### config.mk
export PLATFORM = sky130hd
export DESIGN_NAME = cdb_arbiter
export DESIGN_NICKNAME = d
export VERILOG_FILES = /design/src/rtl/cdb_arbiter_pkg.sv /design/src/rtl/cdb_arbiter_rr_pick.sv /design/src/rtl/cdb_arbiter.sv
export SDC_FILE = /design/constraint.sdc
export NUM_CORES = 1
export LEC_CHECK = 0
export BUFFER_PORTS_ARGS = -buffer_cell sky130_fd_sc_hd__buf_2
export CAP_MARGIN = 20
export CORE_MARGIN = 4
export CORE_UTILIZATION = 55
export DETAILED_ROUTE_END_ITERATION = 8
export HOLD_SLACK_MARGIN = 0.05
export MAX_ROUTING_LAYER = met4
export PLACE_DENSITY_LB_ADDON = 0.12
export SETUP_SLACK_MARGIN = 0.5
export SLEW_MARGIN = 10
export SYNTH_ARGS = -nofsm -noshare
export SYNTH_HDL_FRONTEND = slang
export SYNTH_SLANG_ARGS = --single-unit
export TNS_END_PERCENT = 30
### constraint.sdc
create_clock -name clk -period 7 [get_ports clk]
set_input_delay 1.4 -clock clk [delete_from_list [all_inputs] [get_ports clk]]
set_output_delay 1.4 -clock clk [all_outputs]
set_load 0.1 [all_outputs]
### src/rtl/cdb_arbiter_pkg.sv
// Shared constants for the CDB arbiter and its consumers.
package cdb_arbiter_pkg;

    localparam int NUM_FU = 3;

    // Unit indices, aligned with the ALU-select encoding
    localparam int ADDSUB = 0;
    localparam int MUL    = 1;
    localparam int DIV    = 2;

    localparam int DATA_W = 32;
    localparam int TAG_W  = 4;
    localparam int CNT_W  = 16;

    // Tag value meaning "no producer"
    localparam logic [TAG_W-1:0] TAG_NONE = '0;

endpackage

### src/rtl/cdb_arbiter_rr_pick.sv
// Round-robin priority picker: the first set request at or after i_ptr wins,
// wrapping modulo N. Reusable wherever a fair single pick is needed.
module cdb_arbiter_rr_pick #(
    parameter int N     = 3,
    parameter int IDX_W = (N > 1) ? $clog2(N) : 1
) (
    input  logic [N-1:0]     i_req,
    input  logic [IDX_W-1:0] i_ptr,
    output logic [N-1:0]     o_grant,
    output logic [IDX_W-1:0] o_idx,
    output logic             o_any
);

    // Scan from the pointer, wrapping around; only the first hit is granted
    always_comb begin
        int w_j;
        o_grant = '0;
        o_idx   = '0;
        o_any   = 1'b0;
        w_j     = 0;
        for (int k = 0; k < N; k++) begin
            w_j = (int'(i_ptr) + k) % N;
            if (!o_any && i_req[w_j]) begin
                o_any        = 1'b1;
                o_grant[w_j] = 1'b1;
                o_idx        = IDX_W'(w_j);
            end
        end
    end

endmodule

### src/rtl/cdb_arbiter.sv
// Common Data Bus arbiter: one-entry result buffer per functional unit,
// round-robin selection, registered broadcast and a contention counter.
module cdb_arbiter #(
    parameter int NUM_FU = cdb_arbiter_pkg::NUM_FU,
    parameter int DATA_W = cdb_arbiter_pkg::DATA_W,
    parameter int TAG_W  = cdb_arbiter_pkg::TAG_W,
    parameter int CNT_W  = cdb_arbiter_pkg::CNT_W
) (
    input  logic                     clk,
    input  logic                     rst_n,
    input  logic                     flush,
    input  logic [NUM_FU-1:0]        fu_valid,
    input  logic [NUM_FU*TAG_W-1:0]  fu_tag,
    input  logic [NUM_FU*DATA_W-1:0] fu_data,
    output logic [NUM_FU-1:0]        fu_ready,
    output logic                     cdb_valid,
    output logic [TAG_W-1:0]         cdb_tag,
    output logic [DATA_W-1:0]        cdb_data,
    output logic [NUM_FU-1:0]        cdb_src,
    output logic [CNT_W-1:0]         contention_cnt
);

    localparam int PTR_W = (NUM_FU > 1) ? $clog2(NUM_FU) : 1;

    logic [NUM_FU-1:0] r_buf_v;
    logic [TAG_W-1:0]  r_buf_tag  [NUM_FU];
    logic [DATA_W-1:0] r_buf_data [NUM_FU];
    logic [PTR_W-1:0]  r_rr_ptr;

    logic              r_cdb_valid;
    logic [TAG_W-1:0]  r_cdb_tag;
    logic [DATA_W-1:0] r_cdb_data;
    logic [NUM_FU-1:0] r_cdb_src;
    logic [CNT_W-1:0]  r_cnt;

    logic [NUM_FU-1:0] w_grant;
    logic [PTR_W-1:0]  w_gidx;
    logic              w_any;
    logic [NUM_FU-1:0] w_accept;
    logic              w_contend;
    logic [PTR_W-1:0]  w_ptr_next;

    cdb_arbiter_rr_pick #(
        .N     (NUM_FU),
        .IDX_W (PTR_W)
    ) u_pick (
        .i_req   (r_buf_v),
        .i_ptr   (r_rr_ptr),
        .o_grant (w_grant),
        .o_idx   (w_gidx),
        .o_any   (w_any)
    );

    // A draining buffer can refill in the same cycle; ready depends on state only
    assign fu_ready   = ~r_buf_v | w_grant;
    assign w_accept   = fu_valid & fu_ready;
    // Clearing the lowest set bit leaves something only when two or more are set
    assign w_contend  = |(r_buf_v & (r_buf_v - NUM_FU'(1)));
    assign w_ptr_next = (w_gidx == PTR_W'(NUM_FU - 1)) ? '0 : w_gidx + PTR_W'(1);

    // Buffer occupancy: flush beats accept, accept beats drain
    always_ff @(posedge clk or negedge rst_n) begin
        if (!rst_n) begin
            r_buf_v <= '0;
        end else begin
            for (int i = 0; i < NUM_FU; i++) begin
                if (flush) begin
                    r_buf_v[i] <= 1'b0;
                end else if (w_accept[i]) begin
                    r_buf_v[i] <= 1'b1;
                end else if (w_grant[i]) begin
                    r_buf_v[i] <= 1'b0;
                end
            end
        end
    end

    // Buffer payload capture; meaningful only while the matching valid bit is set
    always_ff @(posedge clk) begin
        for (int i = 0; i < NUM_FU; i++) begin
            if (w_accept[i]) begin
                r_buf_tag[i]  <= fu_tag[i*TAG_W +: TAG_W];
                r_buf_data[i] <= fu_data[i*DATA_W +: DATA_W];
            end
        end
    end

    // Round-robin pointer moves past the last winner; flush restarts at unit 0
    always_ff @(posedge clk or negedge rst_n) begin
        if (!rst_n) begin
            r_rr_ptr <= '0;
        end else if (flush) begin
            r_rr_ptr <= '0;
        end else if (w_any) begin
            r_rr_ptr <= w_ptr_next;
        end
    end

    // Registered broadcast of the granted buffer; tag/data hold when idle
    always_ff @(posedge clk or negedge rst_n) begin
        if (!rst_n) begin
            r_cdb_valid <= 1'b0;
            r_cdb_tag   <= TAG_W'(cdb_arbiter_pkg::TAG_NONE);
            r_cdb_data  <= '0;
            r_cdb_src   <= '0;
        end else begin
            r_cdb_valid <= w_any && !flush;
            r_cdb_src   <= (w_any && !flush) ? w_grant : '0;
            if (w_any) begin
                r_cdb_tag  <= r_buf_tag[w_gidx];
                r_cdb_data <= r_buf_data[w_gidx];
            end
        end
    end

    // Saturating contention counter, untouched by flush
    always_ff @(posedge clk or negedge rst_n) begin
        if (!rst_n) begin
            r_cnt <= '0;
        end else if (w_contend && !flush && (r_cnt != '1)) begin
            r_cnt <= r_cnt + CNT_W'(1);
        end
    end

    assign cdb_valid      = r_cdb_valid;
    assign cdb_tag        = r_cdb_tag;
    assign cdb_data       = r_cdb_data;
    assign cdb_src        = r_cdb_src;
    assign contention_cnt = r_cnt;

endmodule

* After elaboration in Yosys (flattened, before gate mapping)
Memory sizes are Yosys's and may differ from the RTL's. A register that Yosys moved wholly into a read port is not among the register bits.
Cells that the tools add are included.
** Cells by class
- Add/sub/neg operators :: 5
- Div/mod/pow operators :: 3
- $lt $le $gt $ge :: 6
- Eq/ne operators :: 2
- Multiplexer cells :: 43
- Bitwise logic cells :: 6
- Reductions and logical operators :: 18
** Operators by type and width (count)
- >= comparator 32 x 1 -> 1 bit, second input constant :: 3
- less-than comparator 32 x 4 -> 1 bit, second input constant :: 3
- remainder unit 32 x 3 -> 32 bit, second input constant :: 2
- remainder unit 3 x 3 -> 32 bit, second input constant :: 1
- two-way mux 1 bit :: 27
- adder 16 x 1 -> 16 bit, second input constant :: 1
- inequality test 16 bit, second input constant :: 1
- two-way mux 2 bit :: 6
- two-way mux 3 bit :: 4
- OR 3 bit :: 3
- nonzero test 3 bit :: 3
- logical AND 1 bit :: 8
- bitwise AND 3 bit :: 2
- binary-select mux 1 bit (select 2 bit) :: 3
- demux 1 bit (select 2 bit) :: 3
- logical NOT 1 bit :: 5
- adder 2 x 1 -> 3 bit, second input constant :: 1
- adder 2 x 2 -> 3 bit, second input constant :: 1
- inverter 3 bit :: 1
- OR reduction 3 bit :: 1
- subtractor 3 x 1 -> 3 bit, second input constant :: 1
- adder 2 x 1 -> 2 bit, second input constant :: 1
- equality test 2 bit, second input constant :: 1
- nonzero test 2 bit :: 1
** Storage, ports and cells
- Bits in registers :: 25
- Memory bits (writable) :: 108
- Bits of input ports :: 114
- Output and inout bits :: 59
- Word-level logic and storage cells :: 92
- Memories kept :: 2
** Memory list
- r_buf_data :: depth 3, bits a word 32, read ports 1, clocked after Yosys merged registers in 1, write ports 3, RTL line cdb_arbiter.sv:27 : logic [DATA_W-1:0] r_buf_data [NUM_FU];
- r_buf_tag :: depth 3, bits a word 4, read ports 1, clocked after Yosys merged registers in 1, write ports 3, RTL line cdb_arbiter.sv:26 : logic [TAG_W-1:0] r_buf_tag [NUM_FU];

* Logic depth before layout (Yosys ltp)
Gate-level depths: netlist of the first run.
- Depth in word-level cells :: 15
- Depth in mapped cells :: 10
- Depth with buffers taken out :: 7

* Hierarchy
From an unflattened synthesis of the first run, not the netlist that was laid out.
** Unflattened totals
- Cells, all modules :: 460
- Area, all modules :: 6849.1 um^2
** Modules (own cells, without submodules)
- cdb_arbiter :: instances 1, cells each 408, area each 6467.5 um^2, sequential area each 4769.6 um^2
- cdb_arbiter_rr_pick :: instances 1, cells each 52, area each 381.6 um^2, sequential area each 0.0 um^2

* Worst setup path before layout of the first run
OpenSTA, ideal clock, no wires.
- Path kind :: flip-flop to flip-flop
- Start :: register r_rr_ptr[0]
- End :: memory r_buf_data[1][0], enable pin
- Library setup time :: 396 ps
- Data arrival time :: 6032 ps
- Data required time :: 6604 ps
- Slack :: 571 ps
- Stages on the path, launching flop included :: 7
- Buffers on the path :: 0
- Clock period less this slack :: 6429 ps
- Path through :: dfrtp_1 inv_1 ha_1 mux2i_2 o21ai_2 o311ai_0 and2_1
** RTL lines
- from (decl) :: RTL line cdb_arbiter.sv:28 : logic [PTR_W-1:0] r_rr_ptr;
- from (signal assigned) :: RTL line cdb_arbiter.sv:95 : r_rr_ptr <= w_ptr_next;
- to (decl) :: RTL line cdb_arbiter.sv:27

* Worst setup path after layout of the first run
- Start :: register r_rr_ptr[0]
- End :: output port fu_ready[1]
** On the way
- Cells in the longest elaborated chain, start to end :: 12
- Elaborated cells on any way between the ends :: 41
- Those cells by class :: 2 x add/sub; 3 x div; 6 x order compare; 20 x mux; 3 x bitwise; 7 x reduce/logical
** RTL lines
- branches (longest 10 deep; another with remainder unit 32 x 3 -> 32 bit)
- two-way mux 3 bit * :: RTL line cdb_arbiter_rr_pick.sv:23 : if (!o_any && i_req[w_j]) begin
- OR 3 bit * :: RTL line cdb_arbiter.sv:55 : assign fu_ready = ~r_buf_v | w_grant;
- to (decl) :: RTL line cdb_arbiter.sv:15 : output logic [NUM_FU-1:0] fu_ready,
Mark *: on every way between the ends. The select of a mux whose other input is x is not followed.

==> impl_results.md, run 1 <==
- Critical path class: flip-flop to output port
- Die Ht: approximately 120 um
- Total Wirelength: 17200 um
- Most frequent cells in the layout: 172 x buf_2, 108 x edfxtp_1, 72 x a31oi_1
- Max frequency: 0.226 GHz
- # hold bufs at CTS: 0
- Critical Path Max Stage Delay: between 0.6 and 0.7 ns
- Sequential share of the synthesized area: 0.701
- RSZ-0062 raised after global routing: false
- Mean area per synthesized cell: about 13 um^2
- Routed length per instance: between 15 and 20 um
- Min-delay worst type: flip-flop to flip-flop
- Final Setup Violations: 0
- Top Layer Used: met4
- GRT Resource Usage Total: 0.253
- CTS buffer count: 17
- Max-slew headroom: 0.340
- Synth area leader: edfxtp_1
- Leak: 0.00341 uW
- Area contributors post-synth: edfxtp_1 48%, dfrtp_1 22%, a31oi_1 6.6%
- Total core area: 0.0121 mm^2
- Setup ws final: 2.58 ns
- Post-CTS setup buffers: 0
- FF+latch count, synth: 169
- CP top delay family: compound AO/OA/AOI/OAI gates
- Count of buffer and inverter cells on the critical path: 2
- CTS H-Tree Depth: 4
- Commonest non-fill, non-tap cell in the layout: buf_2
- Final ANT Viol Nets: 0
- Critical path's slowest cell: o311ai_0
- Final period util: 0.632
- Synth Net Count: between 600 and 700
- Area Growth Syn to Fin: 24.3%
- Setup crit end kind: output port
- Initial antenna violation count: 2
- Placement Setup Slack: 3.07 ns
- Status: finished clean
- Max-cap violations: 0
- CP Cell Sequence: inv_1 -> ha_1 -> mux2i_2 -> o21ai_2 -> o311ai_0 -> buf_2
- Maximum vdd drop: about 0.00031 V
- Share of layout cells above drive strength 1: 0.328
- CP Data Required Time: about 5.6 ns
- Vias in the first global route: 5124
- CTS Sinks: 169
- First-pass GRT wire length: 26700 um
- Row Count: 40
- Die area: about 0.014 mm^2
- Post-synth top area share: 0.477
- Crit path DAT: 3.02 ns
- Met1 wire length: about 6700 um
- Crit start category: flip-flop
- CTS Buffer Depth: 2
- # resized after CTS: 0
- Clk root buf: clkbuf_16
- Worst-Margin Slew: 0.991 ns
- Period minus WS final: 4.42 ns
- Synthesis Warnings: 0
- CP max FO: 7
- Post-route DRC: 0
- Clk_skew: 0.00674 ns
- Total gr overflow: 0
- Initial core utilization: 0.564
- Port bufs: roughly 170
- Mapped cell area: 0.00680 mm^2
- DR vias: between 5000 and 6000
- 1st-iter DRT viols: 526
- Number of distinct library cells after synthesis: 57
- Number of synthesized flops with an enable pin: 108
- Router iterations before antenna repair: 5
- Clock slew at reported path FFs: 0.06 ns
- Hold Vio Cnt, Final: 0
- Final weighted congestion of routability-driven global placement: 0.899
- TritonCTS clock tree: yes
- Final setup TNS: 0 ns
- Slew Viols, Final: 0
- Post-Syn Instances: 515
- Met2 Wirelength: 8830 um
- Largest net degree at the start of global routing: 62
- Top_reg_cell synth: edfxtp_1
- Ys async rst share: 0.361
- Top Ports: 173
- Hpwl dp: between 10000 and 15000 um
- Met3 routed WL: roughly 1300 um
- Clk Latency, worst-skew pair: 0.42 ns
- Horizontal die dimension: 119 um
- PD cells: between 500 and 600 mW/mm^2
- Routed vias/inst: 5.82
- Layout net count: roughly 800
-- where the power goes --
part / leakage [uW] / internal [uW] / switching, uW
registers: 0.00178 / 1320 / 125
clock network: 0.000299 / 589 / 372
logic: 0.00133 / 448 / 1740
-- stage by stage --
stage | util | power [uW] | hold slack (ns) | std cells | cell area, um^2
after detailed placement | 0.648 | 3650 | 0.502 | 828 | 7820
after global placement | 0.646 | 3580 | 0.492 | 827 | 7800
after floorplan | - | 3170 | 0.498 | 515 | 6800
after global routing | 0.701 | 4810 | 0.523 | 863 | 8450
after CTS | 0.699 | 4610 | 0.511 | 860 | 8430
final | 0.701 | 4600 | 0.506 | 863 | 8450
-- registers in the layout, summed over array words and instances, names as in the netlist --
name	flops
contention_cnt	16
r_buf_tag	12
r_buf_data	96
cdb_tag	4
cdb_valid	1
r_buf_v	3
cdb_src	3
cdb_data	32
r_rr_ptr	2
-- layer usage --
| layer | vias up | global-route usage |
|---|---|---|
| li1 | 2289 | - |
| met1 | 2465 | 0.314 |
| met2 | 245 | 0.410 |
| met3 | 26 | 0.0541 |
| met4 | 0 | 0.0934 |
| met5 | - | - |
-- synth_stat cells (3+ instances only) --
master and instances:
a21oi_1 10, a31oi_1 72, xor2_1 5, dfrtp_1 61, nand3b_1 4, o21ai_0 69, nor2_1 46, o21ai_1 9
nand2b_1 4, and3_1 4, nor2b_1 3, nand3_1 8, inv_1 11, and2_1 3, nor3_1 3, edfxtp_1 108
buf_6 3, clkbuf_1 14, buf_2 10, ha_1 5, xnor2_1 7, buf_4 5, nand2_1 11
-- final cells by class --
cell class | count | area, um^2
flip-flops and latches | 169 | 4770
inverters | 11 | 41.3
fillers | 847 | 3610
multi-input cells | 301 | 1870
clock buffers | 21 | 470
repair buffers | 180 | 946
clock inverters | 11 | 143
well taps | 168 | 210
diodes | 2 | 5.00
-- worst paths after layout --
kind / start / end / slack (ns) / depth (start not counted)
min in group asynchronous: rst_n / cdb_data[31] / 1.16 / 2
hold / removal: contention_cnt[10] / contention_cnt[10] / 0.51 / 1
setup / recovery: r_rr_ptr[0] / fu_ready[1] / 2.58 / 6
hold reg to reg: contention_cnt[10] / contention_cnt[10] / 0.51 / 1
setup reg to reg: r_rr_ptr[0] / r_buf_data[1][30] / 3.61 / 6
max in group asynchronous: rst_n / r_buf_v[2] / 5.25 / 2
-- kinds of logic (layout without fill, tap and decap cells) --
| group | count (synthesis) | in the layout | share of synthesized area |
|---|---|---|---|
| buffers and inverters | 45 | 223 | 0.0331 |
| flip-flops | 169 | 169 | 0.701 |
| AO/OA/AOI/OAI | 183 | 183 | 0.164 |
| multiplexers | 5 | 5 | 0.00828 |
| AND/OR/NAND/NOR | 95 | 95 | 0.0673 |
| XOR/XNOR | 12 | 12 | 0.0154 |
| other | 0 | 2 | 0 |
| adder cells (fa/ha/maj) | 6 | 6 | 0.0107 |
No activity file was read; power rests on OpenSTA's default activity.
==> run 2: changes to the inputs <==
--- a/config.mk
+++ b/config.mk
@@ -8,7 +8,7 @@
 export BUFFER_PORTS_ARGS = -buffer_cell sky130_fd_sc_hd__buf_2
 export CAP_MARGIN = 20
 export CORE_MARGIN = 4
-export CORE_UTILIZATION = 55
+export CORE_UTILIZATION = 48
 export DETAILED_ROUTE_END_ITERATION = 8
 export HOLD_SLACK_MARGIN = 0.05
 export MAX_ROUTING_LAYER = met4
==> constraint.sdc (replaced) <==
create_clock -name clk -period 3.7 [get_ports clk]
set_input_delay 0.74 -clock clk [delete_from_list [all_inputs] [get_ports clk]]
set_output_delay 0.74 -clock clk [all_outputs]
set_load 0.1 [all_outputs]
==> run 2 against run 1 <==
Utilization is 8.0 points lower. Sequential power is 89% higher. Via count is 0.78% lower. Largest cell class unchanged. Highest routed layer unchanged. Clock power is 74% higher. Global-route usage is 2.7 points lower. Cell count is 2.5% higher. Sequential share of layout area is 1.0 points lower. Design area is 1.9% higher. Combinational power is 99% higher. Non-clock buffer count is 9 higher. Setup slack worse by 2.0 ns. Clock-buffer cell count is 2 lower.
==> impl_results.md, run 2 (synthesis gave the netlist of run 1 again) <==
- Crit path DAT: 2.38 ns
- Final weighted congestion of routability-driven global placement: 0.894
- DR vias: 4986
- Placement Setup Slack: 0.626 ns
- CTS buffer count: 17
- Status: finished clean
- Clk Latency, worst-skew pair: approximately 0.43 ns
- Top reg by flops: r_buf_data
- TritonCTS clock tree: yes
- Most frequent cells in the layout: 168 x buf_2, 108 x edfxtp_1, 72 x a31oi_1
- 1st-iter DRT viols: 484
- Total gr overflow: 0
- Clk root buf: clkbuf_16
- Port bufs: about 170
- Final ANT Viol Nets: 0
- PD cells: 1020 mW/mm^2
- Top Ports: 173
- Slew Viols, Final: 0
- CTS Buffer Depth: 2
- Clk network pwr share: 0.190
- # fillers: roughly 1100
- Largest net degree at the start of global routing: 62
- Hold Vio Cnt, Final: 0
- First-pass GRT wire length: 26800 um
- Depth of the worst register-to-register path: 9
- Router iterations before antenna repair: 5
- Share of layout cells above drive strength 1: 0.350
- Sw Share: 0.495
- Total Wirelength: roughly 18000 um
- Total core area: approximately 0.014 mm^2
- Area Growth Syn to Fin: 26.7%
- Routed length per instance: 20.0 um
- Horizontal die dimension: 127 um
- Int Pwr: 4420 uW
- Max frequency: about 0.32 GHz
- Die Ht: 127 um
- Critical path class: flip-flop to output port
- Period minus WS final: 3.12 ns
- Final Setup Violations: 0
- Switching power: 4340 uW
- RSZ-0062 raised after global routing: false
- Clock slew at reported path FFs: 0.06 ns
- Worst-Margin Slew: a little under 0.9 ns
- Combinational Power Share: 0.498
- Max reg flops: 96
- Vias in the first global route: 5020
- Crit start category: flip-flop
- Die area: 0.0161 mm^2
- Initial antenna violation count: 3
- Commonest non-fill, non-tap cell in the layout: buf_2
- Initial core utilization: 0.490
- Row Count: 43
- CTS H-Tree Depth: 4
- Setup crit end kind: output port
- GRT Resource Usage Total: 0.226
- CP Data Required Time: 2.96 ns
- Share of power burned in registers: 0.312
- Final period util: 0.842
- Routed vias/inst: ~5.6
- # hold bufs at CTS: 0
- Post-route DRC: 0
- Layout net count: 808
- CTS Sinks: 169
- Max-slew headroom: 0.421
- Clk_skew: 0.00809 ns
- Maximum vdd drop: a little over 0.0005 V
- Hpwl dp: ~11000 um
- Leak: 0.00345 uW
- Max-cap violations: 0
- Hold WS: 0.398 ns
- CP max FO: 8
- Min-delay worst type: primary input to async pin
- Setup ws final: 0.584 ns
==> run 2: cell types whose count changed in the layout (fill, tap and decap cells not counted), sizes merged <==
cell,change
diode,+1
bufinv,-2
clkinv,+1
clkbuf,-2
inv,+2
clkinvlp,+1
buf,+9
==> run 2: layer usage <==
layer  vias up  global-route usage  share of wire
li1       2310                   -              -
met1      2423               0.287           0.40
met2       229               0.353           0.50
met3        24              0.0594          0.080
met4         0              0.0814          0.016
met5         -                   -              0
==> run 2: area by class of cell <==
type	count	area, um^2	area share
tap	180	225	0.0261
sequential	169	4770	0.554
clock buffer	19	433	0.0502
antenna	3	7.51	0.000871
timing repair buffer	189	1050	0.122
inverter	11	41.3	0.00479
clock inverter	13	121	0.0141
multi-input combinational	301	1960	0.228
==> run 2: what timing repair did <==
item                       CTS  global route
buffers inserted             0             6
gates resized for setup      8            12
setup endpoints to repair    3             3
pin swaps                    0             1
==> run 2: worst paths after layout <==
| path | endpoint | slack [ns] | startpoint |
|---|---|---|---|
| min reg2reg | contention_cnt[15] | 0.51 | contention_cnt[15] |
| min | cdb_data[31] | 0.40 | rst_n |
| max | fu_ready[0] | 0.58 | r_rr_ptr[1] |
| min in group clk | r_buf_data[1][8] | 0.48 | fu_data[40] |
| max reg2reg | cdb_data[22] | 0.86 | r_rr_ptr[0] |
| max in group asynchronous | r_buf_v[2] | 2.67 | rst_n |
==> run 2: worst max-delay path: stages, from the launching register on <==
cell,delay [ns]
dfrtp_2,0.46
inv_2,0.11
ha_4,0.19
mux2i_2,0.25
o21ai_1,0.12
a221o_1,0.37
o21ai_2,0.14
nand2_2,0.12
buf_8,0.20
==> run 2: stage by stage <==
step / power, uW / instances / area [um^2] / TNS, ns / utilization
2_1_floorplan: 6040 / 515 / 6840 / -7.66 / -
3_3_place_gp: 6880 / 843 / 7890 / 0 / 0.568
3_5_place_dp: 7000 / 844 / 7920 / 0 / 0.570
4_1_cts: 8700 / 876 / 8500 / 0 / 0.612
5_1_grt: 9160 / 885 / 8620 / 0 / 0.621
6_report: 8770 / 885 / 8620 / 0 / 0.621
==> run 2: power groups by stage <==
| stage | sequential (uW) | combinational (uW) | clock [uW] |
|---|---|---|---|
| after floorplan | 4450 | 1590 | 0 |
| after global placement | 2750 | 4130 | 0 |
| after detailed placement | 2760 | 4240 | 0 |
| after CTS | 2730 | 4270 | 1700 |
| after global routing | 2780 | 4600 | 1780 |
| final | 2740 | 4360 | 1670 |
==> run 3: changes to the inputs <==
--- a/config.mk
+++ b/config.mk
@@ -5,10 +5,11 @@
 export SDC_FILE = /design/constraint.sdc
 export NUM_CORES = 1
 export LEC_CHECK = 0
+export ABC_AREA = 1
 export BUFFER_PORTS_ARGS = -buffer_cell sky130_fd_sc_hd__buf_2
 export CAP_MARGIN = 20
 export CORE_MARGIN = 4
-export CORE_UTILIZATION = 48
+export CORE_UTILIZATION = 53
 export DETAILED_ROUTE_END_ITERATION = 8
 export HOLD_SLACK_MARGIN = 0.05
 export MAX_ROUTING_LAYER = met4
==> constraint.sdc (replaced) <==
create_clock -name clk -period 3.2 [get_ports clk]
set_input_delay 0.64 -clock clk [delete_from_list [all_inputs] [get_ports clk]]
set_output_delay 0.64 -clock clk [all_outputs]
set_load 0.1 [all_outputs]
==> run 3 against run 2 <==
Via count grew 3.6%. Die area shrank 7.0%. Design area grew 4.0%. Setup slack lost 0.19 ns. Critical path depth grew 1. Cell count grew 14%. First-iteration DRC count shrank 39%.
==> impl_results.md, run 3 <==
- Die Ht: 123 um
- Port bufs: 172
- TritonCTS clock tree: yes
- Reg-to-reg endpoint: r_buf_data[2][25]
- Total Wirelength: about 17000 um
- R2R Setup Slk: between 0.5 and 0.6 ns
- DR vias: ~5200
- Number of distinct library cells after synthesis: 33
- Area contributors post-synth: edfxtp_1 47%, dfrtp_1 22%, nand2_1 6.4%
- Most frequent cells in the layout: 169 x buf_2, 108 x nand2_1, 108 x edfxtp_1
- Multi-input gate area: slightly below 0.002 mm^2
- CTS buffer count: 17
- Final weighted congestion of routability-driven global placement: 0.977
- Synth top cells by count: 119 x nand2_1, 108 x edfxtp_1, 73 x nor2_1
- Status: finished clean
- Final Setup Violations: 0
- Initial core utilization: 0.546
- Antenna diode count: 0
- Count of buffer and inverter cells on the critical path: 2
- Startpoint of the worst-slack reg-to-reg timing path: r_rr_ptr[1]
- Number of synthesized flops with an enable pin: around 110
- Crit. Startpoint: r_rr_ptr[1]
- Min-delay worst type: primary input to async pin
- Total core area: 0.0127 mm^2
- Routed length per instance: between 15 and 20 um
- Layout net count: 940
- Critical path's slowest cell: dfrtp_2
- Mean area per synthesized cell: about 11 um^2
- CTS Sinks: between 150 and 200
- Post-synth top area share: 0.467
- Slew Viols, Final: 0
- Total gr overflow: 0
- Max-cap violations: 0
- Max frequency: roughly 0.36 GHz
- # fillers: approximately 940
- Mapped cell area: 0.00695 mm^2
- Depth of the worst register-to-register path: 11
- CP top delay family: simple AND/OR/NAND/NOR gates
- RSZ-0062 raised after global routing: true
- Worst-Margin Slew: 0.733 ns
- Routed vias/inst: about 5.1
- Top reg by flops: r_buf_data
- Horizontal die dimension: 123 um
- Vias in the first global route: 5208
- Final ANT Viol Nets: 0
- Max reg flops: 96
- Final setup TNS: 0 ns
- Clock slew at reported path FFs: 0.06 ns
- Clk_skew: 0.00723 ns
- Setup crit end kind: output port
- Row Count: 41
- CTS Buffer Depth: 2
- Synthesis Warnings: 0
- Post-Syn Instances: roughly 630
- First-pass GRT wire length: 25700 um
- 1st-iter DRT viols: 294
- CP Data Required Time: ~2.6 ns
- Synth area leader: edfxtp_1
- Post-route DRC: 0
- CP Cell Sequence: ha_4 -> inv_4 -> nand2_2 -> nand3_2 -> nand2_4 -> nand4_1 -> and3_4 -> nand2_8 -> buf_12
- Crit start category: flip-flop
- Hpwl dp: around 11000 um
- Clk root buf: clkbuf_16
- Critical path class: flip-flop to output port
- Hold Vio Cnt, Final: 0
- Share of layout cells above drive strength 1: 0.336
- Top_reg_cell synth: edfxtp_1
- Clk Latency, worst-skew pair: 0.43 ns
- Critical Path Max Stage Delay: about 0.46 ns
- Final period util: 0.877
- GRT Resource Usage Total: 0.236
- CP max FO: 7
- Most numerous cell in the Yosys netlist: nand2_1
- Router iterations before antenna repair: 4
- Synth Net Count: 745
- Area Growth Syn to Fin: 28.9%
- Initial antenna violation count: 0
- Die area: approximately 0.015 mm^2
- FF+latch count, synth: 169
- Flip-flop and latch area: 0.00477 mm^2
- Top Ports: approximately 170
- CTS H-Tree Depth: 4
- Max-slew headroom: 0.512
- Period minus WS final: 2.81 ns
- Commonest non-fill, non-tap cell in the layout: buf_2
- Largest net degree at the start of global routing: 41
- Sequential share of the synthesized area: 0.686
- Ys async rst share: 0.361
- Crit path DAT: 2.17 ns
- Stages on the worst setup path: 9
==> run 3: cells by family (layout without fill, tap and decap cells) <==
logic type | Yosys count | count (layout) | share of synthesized area
xor gates and xnor gates | 15 | 15 | 0.0189
DFF | 169 | 169 | 0.686
AOI/OAI and AO/OA | 51 | 51 | 0.0376
and+or+nand+nor | 297 | 297 | 0.190
buffers and inverters | 89 | 297 | 0.0581
adders and majority gates | 5 | 5 | 0.00900
==> run 3: final cells by class <==
type,instances,share of cell area
clock buffer,23,0.0533
clock inverter,9,0.0128
inverter,68,0.0313
multi-input combinational,368,0.219
sequential,169,0.532
tap,172,0.0240
timing repair buffer,197,0.128
==> run 3: layer usage <==
metal / part of all wire / vias up / global-route usage / wire (um)
li1: - / 2463 / - / -
met1: 0.40 / 2461 / 0.281 / 6630
met2: 0.50 / 206 / 0.385 / 8290
met5: 0 / - / - / 0
met4: 0.023 / 0 / 0.0819 / 376
met3: 0.073 / 37 / 0.0696 / 1200
==> run 3: stage by stage <==
step                      cell area [um^2]  hold WS [ns]  instances  worst slack (ns)   util
after floorplan                       7010         0.344        626             0.517      -
after global placement                8060         0.503        958             0.496  0.633
final                                 8960         0.270       1006             0.393  0.704
after CTS                             8820         0.284        998             0.471  0.693
after global routing                  8960         0.300       1006             0.321  0.704
after detailed placement              8060         0.505        958             0.439  0.633
==> run 3: worst max path at each step <==
stage,slack (ns),to
2_1_floorplan,0.52,r_buf_data[2][0]
3_3_place_gp,0.50,fu_ready[2]
5_1_grt,0.32,fu_ready[2]
4_1_cts,0.47,fu_ready[0]
3_5_place_dp,0.44,fu_ready[2]
6_report,0.39,fu_ready[2]
==> run 3: timing repair <==
action | 4_1_cts | 5_1_grt
gates resized for setup | 28 | 21
buffers inserted | 8 | 8
setup endpoints to repair | 25 | 30
pin swaps | 9 | 13
hold buffers | 0 | 0
Power of run 3 is not shown: default switching activity piles up to over one toggle a cycle in this logic, so the estimate is an artifact.
